[src/rtl/tcam_search_ctrl.sv]
// 16-entry ternary CAM controller: entry storage, write/invalidate/search sequencing,
// registered match lines and priority-encoded hit responses over a valid/ready handshake.
module tcam_search_ctrl #(
    parameter int unsigned KEY_W    = 8,
    parameter bit          HI_FIRST = 1'b1
) (
    input  logic             clk_i,
    input  logic             rst_ni,
    input  logic             cmd_valid_i,
    output logic             cmd_ready_o,
    input  logic [1:0]       cmd_op_i,
    input  logic [3:0]       cmd_addr_i,
    input  logic [KEY_W-1:0] cmd_key_i,
    input  logic [KEY_W-1:0] cmd_mask_i,
    output logic             rsp_valid_o,
    input  logic             rsp_ready_i,
    output logic             rsp_hit_o,
    output logic [3:0]       rsp_addr_o,
    output logic             rsp_multi_o,
    output logic             rsp_last_o
);

    localparam int unsigned Entries = 16;

    typedef enum logic [1:0] {
        OpSearch    = 2'd0,
        OpSearchAll = 2'd1,
        OpWrite     = 2'd2,
        OpInval     = 2'd3
    } op_e;

    typedef enum logic [1:0] {
        StIdle,
        StMatch,
        StResp
    } state_e;

    state_e               state_q, state_d;
    logic [KEY_W-1:0]     value_q [Entries];
    logic [KEY_W-1:0]     mask_q  [Entries];
    logic [Entries-1:0]   valid_q, valid_d;
    logic [Entries-1:0]   match_q, match_d;
    logic [Entries-1:0]   match_lines;
    logic [KEY_W-1:0]     key_q, key_d;
    logic                 all_q, all_d;
    logic                 multi_q, multi_d;
    logic                 wr_en;
    logic [3:0]           winner;
    logic                 one_left;

    always_comb begin
        for (int i = 0; i < Entries; i++) begin
            match_lines[i] = valid_q[i] && (((key_q ^ value_q[i]) & ~mask_q[i]) == '0);
        end
    end

    // Later loop iterations override earlier ones, so iteration order sets the priority.
    always_comb begin
        winner = '0;
        if (HI_FIRST) begin
            for (int i = 0; i < Entries; i++) begin
                if (match_q[i]) winner = 4'(i);
            end
        end else begin
            for (int i = Entries - 1; i >= 0; i--) begin
                if (match_q[i]) winner = 4'(i);
            end
        end
    end

    // Zero or one bit set: the current beat is the final one.
    assign one_left = (match_q & (match_q - 16'd1)) == '0;

    always_comb begin
        state_d = state_q;
        valid_d = valid_q;
        match_d = match_q;
        key_d   = key_q;
        all_d   = all_q;
        multi_d = multi_q;
        wr_en   = 1'b0;
        unique case (state_q)
            StIdle: begin
                if (cmd_valid_i) begin
                    case (op_e'(cmd_op_i))
                        OpWrite: begin
                            valid_d[cmd_addr_i] = 1'b1;
                            wr_en               = 1'b1;
                        end
                        OpInval: valid_d[cmd_addr_i] = 1'b0;
                        default: begin
                            key_d   = cmd_key_i;
                            all_d   = (op_e'(cmd_op_i) == OpSearchAll);
                            state_d = StMatch;
                        end
                    endcase
                end
            end
            StMatch: begin
                match_d = match_lines;
                multi_d = (match_lines & (match_lines - 16'd1)) != '0;
                state_d = StResp;
            end
            StResp: begin
                if (rsp_ready_i) begin
                    match_d = match_q & ~(16'd1 << winner);
                    if (!all_q || one_left) state_d = StIdle;
                end
            end
            default: state_d = StIdle;
        endcase
    end

    always_ff @(posedge clk_i or negedge rst_ni) begin
        if (!rst_ni) begin
            state_q <= StIdle;
            valid_q <= '0;
            match_q <= '0;
            key_q   <= '0;
            all_q   <= 1'b0;
            multi_q <= 1'b0;
        end else begin
            state_q <= state_d;
            valid_q <= valid_d;
            match_q <= match_d;
            key_q   <= key_d;
            all_q   <= all_d;
            multi_q <= multi_d;
        end
    end

    // Contents are qualified by valid_q, so they carry no reset.
    always_ff @(posedge clk_i) begin
        if (wr_en) begin
            value_q[cmd_addr_i] <= cmd_key_i;
            mask_q[cmd_addr_i]  <= cmd_mask_i;
        end
    end

    assign cmd_ready_o = (state_q == StIdle);
    assign rsp_valid_o = (state_q == StResp);
    assign rsp_hit_o   = rsp_valid_o && (match_q != '0);
    assign rsp_addr_o  = rsp_valid_o ? winner : 4'd0;
    assign rsp_multi_o = rsp_valid_o && multi_q;
    assign rsp_last_o  = rsp_valid_o && (!all_q || one_left);

endmodule
[config.mk]
export PLATFORM = sky130hd
export DESIGN_NAME = tcam_search_ctrl
export DESIGN_NICKNAME = d
export VERILOG_FILES = /design/src/rtl/tcam_search_ctrl.sv
export SDC_FILE = /design/constraint.sdc
export NUM_CORES = 1
export LEC_CHECK = 0
export ABC_AREA = 1
export CAP_MARGIN = 20
export CORE_ASPECT_RATIO = 0.5
export CORE_MARGIN = 2
export CORE_UTILIZATION = 66
export DETAILED_ROUTE_END_ITERATION = 6
export HOLD_SLACK_MARGIN = 0.12
export PLACE_DENSITY = 0.82
export SYNTH_ARGS = -nofsm -noshare
export SYNTH_HDL_FRONTEND = slang
export SYNTH_SLANG_ARGS = --single-unit
[constraint.sdc]
create_clock -name clk_i -period 3.6 [get_ports clk_i]
set_input_delay 0.72 -clock clk_i [delete_from_list [all_inputs] [get_ports clk_i]]
set_output_delay 0.72 -clock clk_i [all_outputs]
set_load 0.01 [all_outputs]
==> out/qor.csv <==
stage;metric;value;unit
run_status;status;finished, final reports clean;
drt;wl_per_cell;21.82;um
drt;drt-total-wl;33100;um
floorplan;die_h;102.1;um
clock_network;cts_tree;built;
logic_synthesis;async_reset_ff_share;14.67;%
clock_network;cts-buffers-inserted;25;
worst_setup_path;start_kind;flip-flop;
worst_setup_path;path_max_fanout;7;
final_layout;drive_gt1_share;7.234;%
final_layout;area_growth;12.50;%
timing;hold_viol_final;0;
drt;drt_iter0_drc;1059;
flow_run;cap_violations;0;
worst_setup_path;arrival;2.63;ns
global_route;globalRoute.totalOverflow;0;
floorplan;row_count;35;
worst_setup_path;required;2.88;ns
logic_synthesis;synth_ff_type;edfxtp_1;
timing;slew_headroom;25.48;%
global_route;grtUsageTotal;33.64;%
logic_synthesis;synth_edf_count;256;
drt;antenna_left;0;
drt;drc;0;
logic_synthesis;netlist_top_cells_count;nand2_1, edfxtp_1, nor2_1;
logic_synthesis;synthesis.area;0.01269;mm2
logic_synthesis;synth-simple-area-share;18.11;%
timing;clock_skew;0.02282;ns
logic_synthesis;yosysSeqAreaShare;69.23;%
timing;grt_setup_unrepaired;no;
logic_synthesis;ys_ff_latch;300;
clock_network;path_clk_slew;0.07;ns
clock_network;h-tree-depth;1;
clock_network;cts_hold_buf;0;
global_route;grt_pass1_wl;50120;um
placement;portBuffers;34;
timing;worst_slew_pin_slew;1.114;ns
logic_synthesis;synth_nets;1199;
floorplan;ios;35;
logic_synthesis;synth_top_family_by_area;simple AND/OR/NAND/NOR gates;
logic_synthesis;yosys.area_share.adder;0;%
logic_synthesis;synth-compound-area-share;7.116;%
logic_synthesis;synth_top_area_share;60.56;%
power_and_ir_drop;p_leak;5.558;nW
floorplan;core_area;0.01861;mm2
clock_network;cts.sinks;300;
logic_synthesis;synth_area_leader_cell;edfxtp_1;
min_path;worstHoldPathType;in2async;
timing;period_needed;3.350;ns
power_and_ir_drop;power.density;654.9;mW/mm2
global_route;grt_pass1_vias;8842;
worst_setup_path;crit_type;reg2out;
timing;layout_setup_ws;0.2499;ns
global_route;grt_max_degree;34;
placement;gp_congestion;0.9231;
logic_synthesis;synthCells;1173;
timing;setup_viol;0;
worst_setup_path;critPathCaptureType;output port;
timing;totalNegativeSetupSlack;0;ns
clock_network;root_buffer;clkbuf_16;
timing;fmax;298.5;MHz
drt;via_per_inst;5.965;
floorplan;dieArea;0.02043;mm2
placement;place_hpwl;20820;um
drt;num_vias;9049;
logic_synthesis;yosysWarnings;0;
logic_synthesis;syn_area_per_cell;10.82;um2
final_layout;antenna_cells;0;
drt;first_pass_iters;5;
logic_synthesis;synth_cell_types;30;
floorplan;start_util;68.21;%
power_and_ir_drop;vdd_drop_max;0.0003985;V
placement;pre_cts_slack;0.4302;ns
global_route;antenna_found_initial;0;
logic_synthesis;yosysMostFrequentCell;nand2_1;
timing;period_share;93.06;%
logic_synthesis;synth_area_leaders;edfxtp_1, dfrtp_1, nand2_1;
logic_synthesis;synthMuxAreaShare;0;%
clock_network;worstSkewPairLatency;0.55;ns
floorplan;die_w;200.1;um
timing;finalMaxSlewViolations;0;
final_layout;nets;1265;
clock_network;max-clock-path-buffers;3;
logic_synthesis;synth_xor_area_share;2.001;%
## where the power goes
| part | internal [mW] | switching, mW | total [mW] |
|---|---|---|---|
| Sequential | 3.98 | 0.244 | 4.22 |
| Combinational | 0.829 | 1.66 | 2.49 |
| Clock | 1.43 | 1.21 | 2.65 |
## critical path, stage by stage (launching register included)
cell and delay, ns:
dfrtp_1 0.41, nor2_1 0.31, inv_1 0.09, o21ai_0 0.19, nand2_1 0.07, nand3_1 0.21, inv_1 0.16, nor2_1 0.11
clkdlybuf4s50_1 0.57
## routing by layer
metal  vias to the layer above  global-route usage, %  part of all wire [%]
met5                         -                      0                     0
met3                        67                  5.134                   9.9
met2                       506                  54.99                    46
met1                      4353                  47.11                    41
li1                       4123                      -                     -
met4                         0                  12.86                   3.0
## logic make-up after synthesis
kind of cell    count (synthesis)
simple gates                  569
buf+inv                       102
compound gates                173
flops                         300
xor+xnor                       29
## path summary, 6_finish.rpt
| check | startpoint | to | slack (ns) | cells after the start |
|---|---|---|---|---|
| max reg2reg | key_q[7]$_DFFE_PN0P_ | multi_q$_DFFE_PN0P_ | 0.70 | 13 |
| min | rst_ni | match_q[12]$_DFFE_PN0P_ | 0.23 | 1 |
| max | match_q[8]$_DFFE_PN0P_ | rsp_addr_o[1] | 0.25 | 8 |
| min reg2reg | flip-flop | flip-flop | 0.50 | 2 |
| max in group asynchronous | rst_ni | async pin | 2.60 | 2 |
| min in group clk_i | flip-flop | flip-flop | 0.50 | 2 |
## cell type report
cell class	instances	area (um2)
multi-input combinational	771	3483
inverter	70	262.8
fill	1152	4330
clock buffer	36	696.9
timing repair buffer	71	630.6
clock inverter	10	93.84
tap	259	324.1
sequential	300	8790
## through the flow
step	utilization, %	cells	hold slack, ns	cell area (um2)	total power, mW
after global placement	72.30	1470	0.4625	13460	6.606
final	76.73	1517	0.2283	14280	9.353
after global routing	76.73	1517	0.2669	14280	9.771
after floorplan	-	1173	0.4244	12690	5.839
after detailed placement	72.30	1470	0.4826	13460	6.692
after CTS	76.61	1516	0.2363	14260	9.311
## layout by cell type, fill, tap and decap left out, types with 3 or more instances in the layout
cell type        count
nand2_1            272
edfxtp_1           256
nor2_1             221
o21ai_0             77
inv_1               68
a21oi_1             63
dfrtp_1             43
buf_4               36
clkdlybuf4s50_1     31
nand3_1             29
xnor2_1             29
clkbuf_16           25
o21ai_1             17
nor3_1              11
nand4_1             11
clkbuf_1             8
nand3b_1             7
nor2_2               6
clkinv_1             5
a22oi_1              5
o21bai_1             4
nand3_2              4
a31oi_1              3
clkbuf_8             3
clkinvlp_4           3
## registers in the layout, summed over array words and instances, names as in the netlist, named ones only
name / cells
match_q: 16
mask_q: 128
key_q: 8
value_q: 128
all_q: 1
multi_q: 1
state_q: 2
## repair_timing
action                                 CTS  global route
buffers inserted                         0             1
gates resized for setup                  4             5
pin swaps                                0             1
setup endpoints to repair                1             2
endpoints found under the hold margin    0             0
(Power assumes the default switching activity.)
